## src/rtl/fetch_sequencer_if.sv

```systemverilog
// Instruction-memory request/ready channel between the fetch sequencer and imem.
interface fetch_sequencer_if;
    logic        imem_req;
    logic [31:0] imem_addr;
    logic        imem_ready;
    logic [31:0] imem_rdata;

    modport master (output imem_req, output imem_addr, input imem_ready, input imem_rdata);
    modport slave  (input imem_req, input imem_addr, output imem_ready, output imem_rdata);
endinterface

```

## src/rtl/fetch_sequencer.sv

```systemverilog
// MIPS F stage: architectural PC, next-PC select with delayed-branch redirect, imem handshake.
// Optional fetch-address checking and HALT state are enabled by defining FETCH_ADDR_CHECK_EN.
module fetch_sequencer #(
    parameter logic [31:0] PC_RESET   = 32'h0000_3000,
    parameter logic [31:0] IMEM_BASE  = 32'h0000_3000,
    parameter int unsigned IMEM_WORDS = 4096
) (
    input  logic                clk,
    input  logic                reset,
    input  logic                stall,
    input  logic                br_valid,
    input  logic [31:0]         br_target,
    fetch_sequencer_if.master   imem,
    output logic                f_valid,
    output logic [31:0]         f_pc,
    output logic [31:0]         f_instr,
    output logic                pc_err
);

    typedef enum logic [1:0] {
        FETCH = 2'd0,
        HOLD  = 2'd1
`ifdef FETCH_ADDR_CHECK_EN
        ,
        HALT  = 2'd2
`endif
    } state_t;

    state_t      state;
    logic [31:0] pc;
    logic        redir_pend;
    logic [31:0] redir_tgt;
    logic [31:0] buf_instr;
    logic [31:0] buf_pc;

    logic        br_take;
    logic [31:0] next_pc;
    logic        pc_bad;

    assign br_take = br_valid & ~stall;

    // A redirect seen in the cycle its delay slot completes applies immediately.
    assign next_pc = br_take    ? br_target :
                     redir_pend ? redir_tgt : pc + 32'd4;

`ifdef FETCH_ADDR_CHECK_EN
    localparam logic [31:0] IMEM_LAST = IMEM_BASE + (IMEM_WORDS << 2) - 32'd4;

    assign pc_bad         = (pc[1:0] != 2'b00) | (pc < IMEM_BASE) | (pc > IMEM_LAST);
    assign imem.imem_addr = pc;
`else
    assign pc_bad         = 1'b0;
    assign imem.imem_addr = {pc[31:2], 2'b00};
`endif

    // NOTE: reset is folded in combinationally so no request escapes while reset is held.
    assign imem.imem_req = reset & (state == FETCH) & ~stall & ~pc_bad;

    // NOTE: all state below uses non-blocking assignment so every register samples pre-edge values.
    always_ff @(posedge clk or negedge reset) begin
        if (!reset) begin
            state      <= FETCH;
            pc         <= PC_RESET;
            redir_pend <= 1'b0;
            redir_tgt  <= 32'd0;
            buf_instr  <= 32'd0;
            buf_pc     <= 32'd0;
            f_valid    <= 1'b0;
            f_pc       <= 32'd0;
            f_instr    <= 32'd0;
            pc_err     <= 1'b0;
        end else begin
            case (state)
                FETCH: begin
                    if (pc_bad) begin
`ifdef FETCH_ADDR_CHECK_EN
                        pc_err <= 1'b1;
                        state  <= HALT;
`endif
                    end else if (imem.imem_ready) begin
                        if (!stall) begin
                            f_instr    <= imem.imem_rdata;
                            f_pc       <= pc;
                            f_valid    <= 1'b1;
                            pc         <= next_pc;
                            redir_pend <= 1'b0;
                        end else begin
                            // Response raced the stall: park it until F/D unfreezes.
                            buf_instr <= imem.imem_rdata;
                            buf_pc    <= pc;
                            state     <= HOLD;
                        end
                    end else if (br_take) begin
                        redir_pend <= 1'b1;
                        redir_tgt  <= br_target;
                    end
                end
                HOLD: begin
                    if (!stall) begin
                        f_instr    <= buf_instr;
                        f_pc       <= buf_pc;
                        f_valid    <= 1'b1;
                        pc         <= next_pc;
                        redir_pend <= 1'b0;
                        state      <= FETCH;
                    end
                end
`ifdef FETCH_ADDR_CHECK_EN
                HALT: begin
                    state <= HALT;
                end
`endif
                default: state <= FETCH;
            endcase
        end
    end

endmodule

```

## src/flat_wrapper.sv

```systemverilog
// flat-port wrapper written by rule: the top's interface ports become plain ports
module fetch_sequencer_flat 
#(
    parameter logic [31:0] PC_RESET   = 32'h0000_3000,
    parameter logic [31:0] IMEM_BASE  = 32'h0000_3000,
    parameter int unsigned IMEM_WORDS = 4096
)
  (clk, reset, stall, br_valid, br_target, f_valid, f_pc, f_instr, pc_err, imem_imem_req, imem_imem_addr, imem_imem_ready, imem_imem_rdata);
  fetch_sequencer_if imem_i ();
  input  logic clk;
  input  logic reset;
  input  logic stall;
  input  logic br_valid;
  input  logic [31:0] br_target;
  output logic f_valid;
  output logic [31:0] f_pc;
  output logic [31:0] f_instr;
  output logic pc_err;
  output wire logic [$bits(imem_i.imem_req)-1:0] imem_imem_req;
  output wire logic [$bits(imem_i.imem_addr)-1:0] imem_imem_addr;
  input wire logic [$bits(imem_i.imem_ready)-1:0] imem_imem_ready;
  input wire logic [$bits(imem_i.imem_rdata)-1:0] imem_imem_rdata;
  assign imem_imem_req = imem_i.imem_req;
  assign imem_imem_addr = imem_i.imem_addr;
  assign imem_i.imem_ready = imem_imem_ready;
  assign imem_i.imem_rdata = imem_imem_rdata;
  fetch_sequencer #(.PC_RESET(PC_RESET), .IMEM_BASE(IMEM_BASE), .IMEM_WORDS(IMEM_WORDS)) u_core (.clk(clk), .reset(reset), .stall(stall), .br_valid(br_valid), .br_target(br_target), .imem(imem_i), .f_valid(f_valid), .f_pc(f_pc), .f_instr(f_instr), .pc_err(pc_err));
endmodule
```

## config.mk

```make
export PLATFORM = sky130hd
export DESIGN_NAME = fetch_sequencer_flat
export DESIGN_NICKNAME = d
export VERILOG_FILES = /design/src/rtl/fetch_sequencer_if.sv /design/src/rtl/fetch_sequencer.sv /design/src/flat_wrapper.sv
export SDC_FILE = /design/constraint.sdc
export NUM_CORES = 1
export LEC_CHECK = 0
export CAP_MARGIN = 25
export CORE_ASPECT_RATIO = 0.9
export CORE_MARGIN = 3
export CORE_UTILIZATION = 50
export CTS_CLUSTER_SIZE = 10
export DETAILED_ROUTE_END_ITERATION = 10
export DONT_BUFFER_PORTS = 1
export PLACE_DENSITY = 0.68
export SLEW_MARGIN = 0
export SYNTH_ARGS = -nofsm -noshare
export SYNTH_HDL_FRONTEND = slang
export SYNTH_SLANG_ARGS = --single-unit
```

## constraint.sdc

```tcl
create_clock -name clk -period 2.2 [get_ports clk]
set_clock_uncertainty 0.15 [all_clocks]
set_input_delay 0.22 -clock clk [delete_from_list [all_inputs] [get_ports clk]]
set_output_delay 0.22 -clock clk [all_outputs]
set_load 0.005 [all_outputs]
```

==> impl_metrics.yaml, run 1 <==
clock_tree:
  clk_latency_ns: 0.43
  clock_path_buffers: 2
  hold_buffers: 68
  clockRootBuffer: "clkbuf_16"
  clk_pin_slew_ns: 0.08
  cts_buffers: 17
  h-tree-depth: 4
  cts_tree: "built"
  cts.sinks: 195
timing:
  rsz0062_at_grt: "false"
  finalWorstSetupSlack_ns: 0.1604
  slew-limit-headroom: 0.5707
  fin_crit_ns: 2.040
  whs_ns: -0.6795
  final_max_slew_viol_count: 0
  final-hold-violation-count: 195
  setup_viol: 0
  tightest_slew_ns: 0.6440
  fmax_mhz: 490.3
  fin_tns_setup_ns: 0
  min_period_over_period: 0.9271
power_and_ir_drop:
  finalPower_mw: 14.23
  p_per_area_nw_per_um2: 1315
  p_leak_nw: 4.570
  peakVddDrop_mv: 0.7613
logic_synthesis:
  synth_edf_count: 0
  yosys-top-cells-area: "dfrtp_1 (53%), mux2_2 (12%), mux2i_1 (7.2%)"
  synth-main-ff-cell: "dfrtp_1"
  netlist_instances: 843
  async_flop_share: 1.000
  yosysTopAreaCell: "dfrtp_1"
  yosysTopAreaCellShare: 0.5252
  ys_seq_elements: 195
  synth.avg_cell_area_um2: 10.91
  netlist_area_um2: 9196
  seq_area_frac_synth: 0.5309
  yosys_warnings: 1
  ys_types: 50
finish:
  seqCellArea_um2: 4886
  multi_input_area_um2: 3847
  n_fill_cell: 1448
  fin_nets: 964
  diodes: 0
  postLayoutCellArea_um2: 10820
  drive_above_1_share: 0.2099
  syn2layout_area_growth_pct: 17.66
  fin_util: 0.6065
  final_cells: 1145
floorplanning:
  fp-row-count: 46
  dieArea_um2: 20060
  die_h_um: 134.7
  dieWidth_um: 149.0
  start_util: 0.5154
  core_area_um2: 17840
  pin_count: 168
drt:
  wire_per_inst_um: 20.01
  viasPerCell: 5.803
  ant_nets: 0
  first_iter_violations: 544
  drc: 0
  dr.pass1.iters: 6
  routed-via-count: 6644
  wirelength_mm: 22.91
grt:
  grt_max_degree: 197
  grt_pass1_wl_mm: 36.75
  grt_overflow: 0
  grt_use_total: 0.2312
  antenna_found_initial: 2
  grt_pass1_vias: 6717
critical_path:
  cp-endpoint: "u_core.pc[30]"
  r2r_end: "u_core.pc[30]"
  ff2ff_setup_slack_ns: 0.16
  cp_max_fo: 14
  startpoint: "u_core.pc[12]"
  r2r_cells: 6
  required_ns: 2.40
  crit_path_end_kind: "register"
  crit_arrival_ns: 2.24
  reg2reg_from: "u_core.pc[12]"
  start_kind: "register"
  critPathKind: "register to register"
placement:
  place.gp.congestion: 0.8694
  port_buffers: 0
  post-place-ws_ns: 0.1551
  dp_hpwl_mm: 15.66
  postPlaceCellArea_um2: 9492
  dp.cells: 1045
flow_run:
  drv_cap: 0
run_status:
  violations: "hold timing"
  status: "complete, but fails checks"
worst_hold_path:
  hp-class: "input port to asynchronous set/reset pin"
[kinds of logic (layout without fill, tap and decap cells)]
| group | count (synthesis) | after routing | share of synthesized area |
|---|---|---|---|
| fa+ha+maj | 3 | 3 | 0.004082 |
| xor+xnor | 13 | 13 | 0.01238 |
| other cells | 1 | 3 | 0.0004078 |
| flops | 195 | 195 | 0.5309 |
| compound gates | 160 | 160 | 0.1020 |
| simple gates | 214 | 214 | 0.1086 |
| mux | 160 | 160 | 0.1869 |
| buf+inv | 97 | 157 | 0.05469 |
[flip-flops by register name, indices dropped and copies added (netlist names)]
signal and flops:
u_core.buf_pc 32, u_core.redir_tgt 32, u_core.f_instr 32, u_core.f_pc 32, u_core.f_valid 1, u_core.redir_pend 1, u_core.pc 32, u_core.state 1
u_core.buf_instr 32
[where the power goes]
| part | internal (mW) | switching (mW) |
|---|---|---|
| Combinational | 2.15 | 2.40 |
| Clock | 1.75 | 1.53 |
| Sequential | 5.23 | 1.17 |
| Total | 9.14 | 5.10 |
[synth_stat cells (all sizes together), types with 11 or more instances]
| master | count |
|---|---|
| a21oi | 20 |
| buf | 54 |
| clkbuf | 36 |
| dfrtp | 193 |
| mux2 | 94 |
| mux2i | 66 |
| nand2 | 101 |
| nand3 | 18 |
| nand4 | 14 |
| nor2 | 34 |
| nor3 | 12 |
| o21ai | 97 |
| or3 | 11 |
[worst min path at each step]
stage / from / end
floorplan: reset / u_core.buf_instr[0]
detailed placement: reset / u_core.buf_instr[8]
CTS: reset / u_core.buf_instr[8]
global placement: reset / u_core.f_instr[8]
global route: reset / u_core.buf_instr[8]
finish: reset / u_core.buf_instr[8]
[cell usage in the layout (no fill, tap or decap), types with 17 or more instances in the layout]
cell type | Yosys | final
clkbuf_16 | 0 | 17
dlygate4sd3_1 | 0 | 68
nand3_1 | 18 | 17
mux2_2 | 94 | 94
buf_4 | 33 | 44
mux2i_1 | 66 | 66
nand2_1 | 101 | 101
nor2_1 | 34 | 34
o21ai_0 | 97 | 97
dfrtp_1 | 193 | 192
a21oi_1 | 20 | 20
[routing by layer]
layer  global-route usage  part of all wire
met3              0.06913             0.078
met5                    0           0.00057
met2               0.3677              0.48
met4              0.05084            0.0099
met1               0.3172              0.44
[critical path: stages, from the launching register on]
cell	delay, ns
dfstp_2	0.54
nand4_2	0.15
nor4_4	0.29
buf_6	0.20
nand4_1	0.12
or3_1	0.34
a31oi_1	0.17
[layout make-up]
| type | count | area share |
|---|---|---|
| clock buffer | 17 | 0.03932 |
| timing repair buffer | 118 | 0.1037 |
| inverter | 7 | 0.002428 |
| multi-input combinational | 553 | 0.3556 |
| tap | 240 | 0.02775 |
| sequential | 195 | 0.4515 |
| clock inverter | 15 | 0.01966 |
[repair_timing]
item	4_1_cts	5_1_grt
setup buffers	0	0
resized for setup	0	3
endpoints found under the setup margin	0	2
endpoints found under the hold margin	318	195
No activity file was read; power rests on OpenSTA's default activity.
==> inputs of run 2 (changes only) <==
Settings changed: ABC_CLOCK_PERIOD_IN_PS set to 2200, CORE_UTILIZATION 50 to 57, PLACE_DENSITY 0.68 to 0.75.
==> run 2 against run 1 <==
Effect of this change:
- the run still ends with hold timing left
- clock power hardly changed
- global-route usage is 2.9 points higher
- maximum frequency is 0.47% higher
- sequential share of layout area is 0.32 points higher
- combinational power is 1% lower
- sequential power hardly changed
- design area is 0.71% lower
- total power is 0.41% lower
- clock-buffer cell count is 3 higher
- final cell count is 3.4% lower
- largest cell class unchanged
==> impl_metrics.yaml, run 2 (same netlist as run 1, synthesis figures left out) <==
power_and_ir_drop:
  p_leak_nw: 4.557
  peakVddDrop_mv: 0.6673
  p_per_area_nw_per_um2: 1319
  finalPower_mw: 14.18
floorplanning:
  core_area_um2: 15600
  dieWidth_um: 139.9
  pin_count: 168
  fp-row-count: 43
  dieArea_um2: 17700
  start_util: 0.5894
  die_h_um: 126.5
grt:
  busiest_layer: "met2"
  grt_use_total: 0.2606
  grt_overflow: 0
  grt_pass1_wl_mm: 36.61
  antenna_found_initial: 0
  grt_pass1_vias: 6589
  use_met2: 0.3836
  use_met1: 0.3795
  grt_max_degree: 197
  grt_use_met3: 0.06370
finish:
  final_cells: 1106
  syn2layout_area_growth_pct: 16.83
  fin_nets: 963
  final_common_cell: "dfrtp_1"
  n_fill_cell: 1162
  final_cell_mix: "dfrtp_1 (192), nand2_1 (101), o21ai_0 (97)"
  drive_above_1_share: 0.2069
  fin_util: 0.6886
  diodes: 0
drt:
  first_iter_violations: 489
  wirelength_mm: 22.62
  wire_per_inst_um: 20.45
  routed-via-count: 6574
  ant_nets: 0
  dr.pass1.iters: 5
  drc: 0
  viasPerCell: 5.944
critical_path:
  required_ns: 2.41
  cp-endpoint: "u_core.pc[30]"
  startpoint: "u_core.pc[12]"
  reg2reg_from: "u_core.pc[12]"
  ff2ff_setup_slack_ns: 0.17
  slowest_delay_ns: 0.54
  start_kind: "register"
  r2r_end: "u_core.pc[30]"
  crit_buf_inv: 1
  critPathKind: "register to register"
  cp_max_fo: 11
  r2r_cells: 6
  crit_path_end_kind: "register"
  crit_path_top_delay_cell: "dfstp_2"
  crit_chain: "nand4_2, nor4_4, buf_4, nand4_1, or3_1, a31oi_1"
  crit_arrival_ns: 2.24
  critPathTopFamily: "simple AND/OR/NAND/NOR gates"
  path_depth: 6
timing:
  fmax_mhz: 492.6
  fin_tns_setup_ns: 0
  tightest_slew_ns: 0.7832
  final_max_slew_viol_count: 0
  fin_crit_ns: 2.030
  slew-limit-headroom: 0.4779
  rsz0062_at_grt: "false"
  final-hold-violation-count: 195
  min_period_over_period: 0.9227
  whs_ns: -0.6843
  setup_viol: 0
flow_run:
  drv_cap: 0
run_status:
  status: "complete, but fails checks"
  violations: "hold timing"
placement:
  port_buffers: 0
  dp_hpwl_mm: 15.07
  place.gp.congestion: 0.9267
  dp.cells: 1005
clock_tree:
  hold_buffers: 69
  cts_tree: "built"
  h-tree-depth: 4
  clock_path_buffers: 2
  cts_buffers: 17
  clk_latency_ns: 0.44
  clk_pin_slew_ns: 0.08
  cts.sinks: 195
  clockRootBuffer: "clkbuf_16"
worst_hold_path:
  hp-class: "input port to asynchronous set/reset pin"
-- run 2: cell types whose count changed in the layout (fill, tap and decap cells not counted), sizes merged --
cell	change
clkinv	-4
clkbuf	+3
buf	-2
dlygate4sd3	+1
inv	+1
-- run 2: worst min-delay path by stage --
stage,end,slack [ns],depth (start not counted)
2_1_floorplan,u_core.buf_instr[0],-0.23,0
6_report,u_core.f_instr[10],-0.68,0
3_3_place_gp,u_core.f_instr[11],-0.22,0
3_5_place_dp,u_core.buf_instr[10],-0.22,0
4_1_cts,u_core.f_instr[11],-0.69,0
5_1_grt,u_core.buf_instr[10],-0.70,0
-- run 2: per-stage QoR --
stage	cell area (um2)	setup slack, ns	hold WS, ns
detailed placement	9429	0.1773	-0.2212
floorplan	9204	0.1851	-0.2256
CTS	10740	0.1590	-0.6915
global placement	9429	0.1848	-0.2212
global route	10740	0.02975	-0.7011
finish	10740	0.1700	-0.6843
-- run 2: worst register-to-register path, delay by kind of cell (launching register included) --
family,cells,cell delay [ns]
AOI/OAI and AO/OA,1,0.16
buffers and inverters,1,0.22
DFF,1,0.54
and+or+nand+nor,4,0.88
-- run 2: repair_timing --
action | 4_1_cts | 5_1_grt
endpoints found under the hold margin | 316 | 195
endpoints found under the setup margin | 0 | 2
buffers inserted | 0 | 0
gates resized for setup | 0 | 2
-- run 2: report_power, final --
part / internal, mW / switching [mW]
clock network: 1.79 / 1.48
logic: 2.14 / 2.36
registers: 5.23 / 1.18
-- run 2: area by class of cell --
| cell class | instances | area, um2 | area share |
|---|---|---|---|
| clock buffer | 20 | 456.7 | 0.04251 |
| tap | 202 | 252.7 | 0.02352 |
| inverter | 7 | 26.28 | 0.002446 |
| timing repair buffer | 117 | 1114 | 0.1036 |
| clock inverter | 12 | 161.4 | 0.01502 |
| sequential | 195 | 4886 | 0.4548 |
| multi-input combinational | 553 | 3847 | 0.3581 |
-- run 2: per-layer routing --
metal	share of wire	up-vias
met5	0	-
met4	0.020	0
met3	0.076	34
met2	0.45	257
met1	0.46	3222
li1	-	3061
